--- src/rtl/majority_vote_sequencer_pkg.sv ---
// majority_vote_sequencer_pkg: shared state encoding and voter count
package majority_vote_sequencer_pkg;
  typedef enum logic {STATE_COLLECT = 1'b0, STATE_RESULT = 1'b1} state_t;
  localparam int NUM_VOTERS = 3;
endpackage

--- src/rtl/majority_vote_sequencer_if.sv ---
// majority_vote_sequencer_if: three voter val/rdy/data channels plus result channel
//   master: voters and result consumer; slave: the sequencer
interface majority_vote_sequencer_if #(parameter int NBITS = 1);
  logic             in0_val, in0_rdy, in1_val, in1_rdy, in2_val, in2_rdy;
  logic [NBITS-1:0] in0_data, in1_data, in2_data;
  logic             out_val, out_rdy, out_quorum, out_timeout;
  logic [NBITS-1:0] out_data;
  modport master (
    output in0_val, in0_data, in1_val, in1_data, in2_val, in2_data, out_rdy,
    input  in0_rdy, in1_rdy, in2_rdy, out_val, out_data, out_quorum, out_timeout
  );
  modport slave (
    input  in0_val, in0_data, in1_val, in1_data, in2_val, in2_data, out_rdy,
    output in0_rdy, in1_rdy, in2_rdy, out_val, out_data, out_quorum, out_timeout
  );
endinterface

--- src/rtl/majority_vote_sequencer_majority3.sv ---
// majority3_vec: bitwise 2-of-3 majority
//   a_i, b_i, c_i: NBITS inputs; y_o: per-bit majority
module majority3_vec #(parameter int NBITS = 1) (
  input  logic [NBITS-1:0] a_i,
  input  logic [NBITS-1:0] b_i,
  input  logic [NBITS-1:0] c_i,
  output logic [NBITS-1:0] y_o
);
  assign y_o = (a_i & b_i) | (a_i & c_i) | (b_i & c_i);
endmodule

--- src/rtl/majority_vote_sequencer.sv ---
// majority_vote_sequencer: collects one vote per voter, then offers the bitwise majority
//   clk, rst_n: clock and async active-low reset
//   bus (slave): in0..2 val/rdy/data voter channels, out val/rdy/data/quorum/timeout
module majority_vote_sequencer
  import majority_vote_sequencer_pkg::*;
#(
  parameter int NBITS   = 1,
  parameter int TIMEOUT = 16
) (
  input  logic                        clk,
  input  logic                        rst_n,
  majority_vote_sequencer_if.slave    bus
);
  localparam int TW = TIMEOUT > 0 ? $clog2(TIMEOUT + 1) : 1;
  state_t                               state_q, state_d;
  logic [NUM_VOTERS-1:0]                got_q, got_d, got_n, val, rdy, acc;
  logic [NUM_VOTERS-1:0][NBITS-1:0]     vote_q, vote_n, masked, in_data;
  logic [TW-1:0]                        timer_q, timer_d;
  logic [NBITS-1:0]                     data_q, data_d, maj;
  logic                                 quorum_q, quorum_d, tout_q, tout_d, maj_got;
  logic                                 collect, done, expire;
  assign collect = state_q == STATE_COLLECT;
  assign val     = {bus.in2_val, bus.in1_val, bus.in0_val};
  assign in_data = {bus.in2_data, bus.in1_data, bus.in0_data};
  assign rdy     = ~got_q & {NUM_VOTERS{collect}};
  assign acc     = val & rdy;
  assign got_n   = got_q | acc;
  assign {bus.in2_rdy, bus.in1_rdy, bus.in0_rdy} = rdy;
  assign bus.out_val     = !collect;
  assign bus.out_data    = data_q;
  assign bus.out_quorum  = quorum_q;
  assign bus.out_timeout = tout_q;
  // Votes from voters that never answered are forced to 0 before the majority.
  always_comb
    for (int n = 0; n < NUM_VOTERS; n++) begin
      vote_n[n] = acc[n] ? in_data[n] : vote_q[n];
      masked[n] = got_n[n] ? vote_n[n] : '0;
    end
  majority3_vec #(.NBITS(NBITS)) u_data (
    .a_i(masked[0]), .b_i(masked[1]), .c_i(masked[2]), .y_o(maj)
  );
  majority3_vec #(.NBITS(1)) u_quorum (
    .a_i(got_n[0]), .b_i(got_n[1]), .c_i(got_n[2]), .y_o(maj_got)
  );
  assign done   = &got_n;
  assign expire = TIMEOUT != 0 && (|got_n) && timer_q == TW'(TIMEOUT - 1);
  // Timer starts with the first accepted vote and saturates at TIMEOUT.
  always_comb begin
    state_d  = state_q;
    got_d    = got_n;
    timer_d  = ((|got_n) || !collect) && timer_q != TW'(TIMEOUT) ? timer_q + 1'b1 : timer_q;
    data_d   = data_q;
    quorum_d = quorum_q;
    tout_d   = tout_q;
    if (collect && (done || expire)) begin
      state_d  = STATE_RESULT;
      data_d   = maj;
      quorum_d = maj_got;
      tout_d   = !done;
    end
    if (!collect && bus.out_rdy) begin
      state_d  = STATE_COLLECT;
      got_d    = '0;
      timer_d  = '0;
      data_d   = '0;
      quorum_d = 1'b0;
      tout_d   = 1'b0;
    end
  end
  always_ff @(posedge clk or negedge rst_n)
    if (!rst_n) begin
      state_q  <= STATE_COLLECT;
      got_q    <= '0;
      vote_q   <= '0;
      timer_q  <= '0;
      data_q   <= '0;
      quorum_q <= 1'b0;
      tout_q   <= 1'b0;
    end else begin
      state_q  <= state_d;
      got_q    <= got_d;
      vote_q   <= vote_n;
      timer_q  <= timer_d;
      data_q   <= data_d;
      quorum_q <= quorum_d;
      tout_q   <= tout_d;
    end
endmodule

--- src/flat_wrapper.sv ---
// flat-port wrapper written by rule: the top's interface ports become plain ports
module majority_vote_sequencer_flat import majority_vote_sequencer_pkg::*;
#(
  parameter int NBITS   = 1,
  parameter int TIMEOUT = 16
)
  (clk, rst_n, bus_in0_val, bus_in0_data, bus_in1_val, bus_in1_data, bus_in2_val, bus_in2_data, bus_out_rdy, bus_in0_rdy, bus_in1_rdy, bus_in2_rdy, bus_out_val, bus_out_data, bus_out_quorum, bus_out_timeout);
  majority_vote_sequencer_if #(.NBITS(NBITS)) bus_i ();
  input  logic clk;
  input  logic rst_n;
  input wire logic [$bits(bus_i.in0_val)-1:0] bus_in0_val;
  input wire logic [$bits(bus_i.in0_data)-1:0] bus_in0_data;
  input wire logic [$bits(bus_i.in1_val)-1:0] bus_in1_val;
  input wire logic [$bits(bus_i.in1_data)-1:0] bus_in1_data;
  input wire logic [$bits(bus_i.in2_val)-1:0] bus_in2_val;
  input wire logic [$bits(bus_i.in2_data)-1:0] bus_in2_data;
  input wire logic [$bits(bus_i.out_rdy)-1:0] bus_out_rdy;
  output wire logic [$bits(bus_i.in0_rdy)-1:0] bus_in0_rdy;
  output wire logic [$bits(bus_i.in1_rdy)-1:0] bus_in1_rdy;
  output wire logic [$bits(bus_i.in2_rdy)-1:0] bus_in2_rdy;
  output wire logic [$bits(bus_i.out_val)-1:0] bus_out_val;
  output wire logic [$bits(bus_i.out_data)-1:0] bus_out_data;
  output wire logic [$bits(bus_i.out_quorum)-1:0] bus_out_quorum;
  output wire logic [$bits(bus_i.out_timeout)-1:0] bus_out_timeout;
  assign bus_i.in0_val = bus_in0_val;
  assign bus_i.in0_data = bus_in0_data;
  assign bus_i.in1_val = bus_in1_val;
  assign bus_i.in1_data = bus_in1_data;
  assign bus_i.in2_val = bus_in2_val;
  assign bus_i.in2_data = bus_in2_data;
  assign bus_i.out_rdy = bus_out_rdy;
  assign bus_in0_rdy = bus_i.in0_rdy;
  assign bus_in1_rdy = bus_i.in1_rdy;
  assign bus_in2_rdy = bus_i.in2_rdy;
  assign bus_out_val = bus_i.out_val;
  assign bus_out_data = bus_i.out_data;
  assign bus_out_quorum = bus_i.out_quorum;
  assign bus_out_timeout = bus_i.out_timeout;
  majority_vote_sequencer #(.NBITS(NBITS), .TIMEOUT(TIMEOUT)) u_core (.clk(clk), .rst_n(rst_n), .bus(bus_i));
endmodule
--- config.mk ---
export PLATFORM = sky130hd
export DESIGN_NAME = majority_vote_sequencer_flat
export DESIGN_NICKNAME = d
export VERILOG_FILES = /design/src/rtl/majority_vote_sequencer_pkg.sv /design/src/rtl/majority_vote_sequencer_if.sv /design/src/rtl/majority_vote_sequencer_majority3.sv /design/src/rtl/majority_vote_sequencer.sv /design/src/flat_wrapper.sv
export SDC_FILE = /design/constraint.sdc
export NUM_CORES = 1
export LEC_CHECK = 0
export CORE_AREA = 2 2 63 65
export DETAILED_ROUTE_END_ITERATION = 6
export DIE_AREA = 0 0 65 67
export GPL_ROUTABILITY_DRIVEN = 0
export HOLD_SLACK_MARGIN = 0.06
export MAX_ROUTING_LAYER = met4
export PLACE_DENSITY_LB_ADDON = 0.12
export RECOVER_POWER = 25
export SYNTH_ARGS = -nofsm -noshare
export SYNTH_HDL_FRONTEND = slang
export SYNTH_HIERARCHICAL = 1
export SYNTH_SLANG_ARGS = --single-unit
--- constraint.sdc ---
create_clock -name clk -period 3.27 [get_ports clk]
set_clock_uncertainty 0.2 [all_clocks]
set_input_delay 0.654 -clock clk [delete_from_list [all_inputs] [get_ports clk]]
set_output_delay 0.654 -clock clk [all_outputs]
set_load 0.01 [all_outputs]
==> flow_metrics.env <==
export IMPL_globalRouteTotalUtil=0.108
export IMPL_setup_viol=0
export IMPL_place_area_um2=1100
export IMPL_criticalPathCategory="reg -> out"
export IMPL_synth_cell_types=30
export IMPL_drt_iter0_drc=21
export IMPL_crit_slowest_cell="clkdlybuf4s50_1"
export IMPL_worstPathMaxFanout=12
export IMPL_cts_buffers=3
export IMPL_final_cell_mix="dfrtp_1, clkdlybuf4s50_1, nand2_1"
export IMPL_layout_commonest_cell="dfrtp_1"
export IMPL_grt_pass1_vias=674
export IMPL_path_buf_inv=1
export IMPL_synth_area_um2=900
export IMPL_finalCritPeriodShare=0.757
export IMPL_grt_max_degree=16
export IMPL_max_freq_ghz=0.404
export IMPL_yosys_warnings=6
export IMPL_dp_slack_ps=812
export IMPL_wire_per_inst_um=12.6
export IMPL_die_w_um=65
export IMPL_cts_hold_buf=0
export IMPL_grt_overflow=0
export IMPL_rows=22
export IMPL_post_cts_buffers=0
export IMPL_startpoint_type="flop"
export IMPL_num_io_pins=16
export IMPL_synth_seq_cells=15
export IMPL_fin_setup_tns_ps=0
export IMPL_syn_nets=105
export IMPL_seq_area_frac_synth=0.417
export IMPL_cp_end_kind="output port"
export IMPL_tightest_slew_ps=746
export IMPL_die_y_um=67
export IMPL_fin_area_um2=1140
export IMPL_firstDrtPassIters=4
export IMPL_outcome="complete, no violations"
export IMPL_core_um2=3610
export IMPL_wl_um=2000
export IMPL_clk_pin_slew_worst_paths_ps=70
export IMPL_layout_setup_ws_ps=795
export IMPL_nFillCells=385
export IMPL_cp_cell_sequence="nor2_1 > clkdlybuf4s50_1"
export IMPL_port_buffers=15
export IMPL_synth_area_per_cell_um2=9.67
export IMPL_ant_nets=0
export IMPL_power_density_nw_per_um2=874
export IMPL_ir_drop_v=0.000260
export IMPL_min_period_ps=2480
export IMPL_finalHoldViolCount=0
export IMPL_whs_ps=311
export IMPL_crit_family="buffers and inverters"
export IMPL_drv_cap=0
export IMPL_cts_buffer_depth=2
export IMPL_dp_hpwl_um=1470
export IMPL_clockRootBuffer="clkbuf_8"
export IMPL_nets=124
export IMPL_finalMaxSlewViolations=0
export IMPL_rsz0062_at_grt="no"
export IMPL_relSlewSlack=0.501
export IMPL_cts_num_sinks=15
export IMPL_die_area_um2=4360
export IMPL_area_delta_synth_final_pct=27.3
export IMPL_drc_errors=0
export IMPL_critPathMaxStageDelay_ps=570
export IMPL_cts_tree="done"
export IMPL_antenna_found_initial=0
export IMPL_worstPathRequired_ps=2420
export IMPL_drive_gt1_frac=0.126
export IMPL_grt_pass1_wl_um=3300
export IMPL_via_count=731
export IMPL_diodes=0
export IMPL_hold_path_class="reg -> reg"
export IMPL_cts_resized=0
export IMPL_initial_core_util=0.249
export IMPL_cp_arrival_ps=1620
export IMPL_viasPerCell=4.60
export IMPL_synthCells=93
export IMPL_p_leak_nw=0.500
export IMPL_h_tree_depth=1
export IMPL_utilization=0.317
export IMPL_clock_latency_ps=260
-- Yosys cell counts --
master	number	area share
dfrtp_1	15	0.42
nand2_1	13	0.054
inv_1	9	0.038
nor2_1	9	0.038
a21oi_1	5	0.028
and2_1	4	0.028
ha_1	3	0.042
nand2b_1	3	0.021
xnor2_1	3	0.029
a211oi_1	2	0.017
a32o_1	2	0.022
maj3_2	2	0.025
mux2_2	2	0.025
mux2i_1	2	0.022
nand3_1	2	0.011
nor3_1	2	0.011
or2b_2	2	0.019
a21o_1	1	0.0083
a2bb2oi_1	1	0.0097
a311oi_1	1	0.0097
and3_1	1	0.0070
and4bb_2	1	0.014
buf_6	1	0.013
nor3_4	1	0.018
nor4_4	1	0.024
o21ai_0	1	0.0056
o21bai_1	1	0.0083
o221ai_1	1	0.0097
o311ai_2	1	0.018
o31ai_1	1	0.0083
-- sequential cells by signal, summed over array words and instances (netlist names) --
register / count
u_core/timer_q: 5
u_core/got_q: 3
u_core/vote_q: 3
u_core/bus.out_data: 1
u_core/bus.out_quorum: 1
u_core/bus.out_timeout: 1
u_core/bus.out_val: 1
-- cells by family (layout without fill, tap and decap cells) --
group / after synthesis / in the layout / synth area share
mux: 4 / 4 / 0.0473
xor+xnor: 3 / 3 / 0.0292
fa+ha+maj: 5 / 5 / 0.0668
compound gates: 17 / 17 / 0.145
flops: 15 / 15 / 0.417
simple gates: 39 / 39 / 0.245
buf+inv: 10 / 28 / 0.0501
-- path summary, 6_finish.rpt --
kind	start	endpoint	slack (ps)	depth (start not counted)
worst max-delay path	u_core/bus.out_val$_DFFE_PN0P_	bus_in1_rdy	790	2
worst min-delay path	u_core/vote_q[0]$_DFF_PN0_	u_core/vote_q[0]$_DFF_PN0_	310	1
worst max register to register	u_core/timer_q[0]$_DFFE_PN0P_	u_core/bus.out_quorum$_DFFE_PN0P_	1200	7
worst min register to register	u_core/vote_q[0]$_DFF_PN0_	u_core/vote_q[0]$_DFF_PN0_	310	1
max in group asynchronous	rst_n	u_core/got_q[0]$_DFF_PN0_	1700	1
min in group asynchronous	rst_n	u_core/vote_q[2]$_DFF_PN0_	700	1
-- worst reg2reg max path, cell delays in order, from the launching register on --
cell,delay (ps)
dfrtp_1,420
ha_1,230
and3_1,190
ha_1,250
nor3_1,150
nor3_1,60
a21oi_1,250
mux2i_1,220
-- per-stage QoR --
step / std cells / total power, mW
after detailed placement: 155 / 0.848
after CTS: 159 / 1.01
final: 159 / 1.00
after floorplan: 93 / 0.691
after global routing: 159 / 1.09
after global placement: 155 / 0.851
-- cell type report --
type                            instances  area [um2]  share of cell area
Multi-Input combinational cell         68         479               0.419
Sequential cell                        15         375               0.328
Timing Repair Buffer                   15         150               0.131
Tap cell                               48        60.1              0.0525
Clock buffer                            3        41.3              0.0361
Inverter                                9        33.8              0.0295
Clock inverter                          1        5.00             0.00437
-- routing by layer --
layer  vias up  track usage  wire length [um]
met5         -            -                 0
met4         0       0.0798                65
met2        17        0.137               803
met3         5       0.0101                74
met1       349        0.154              1050
li1        360            -                 -
-- where the power goes --
part           switching (mW)  internal (mW)  leakage (nW)
logic                   0.220          0.249         0.290
registers               0.102          0.269         0.185
clock network          0.0750         0.0847        0.0255
total                   0.397          0.603         0.500
No activity file was read; power rests on OpenSTA's default activity.
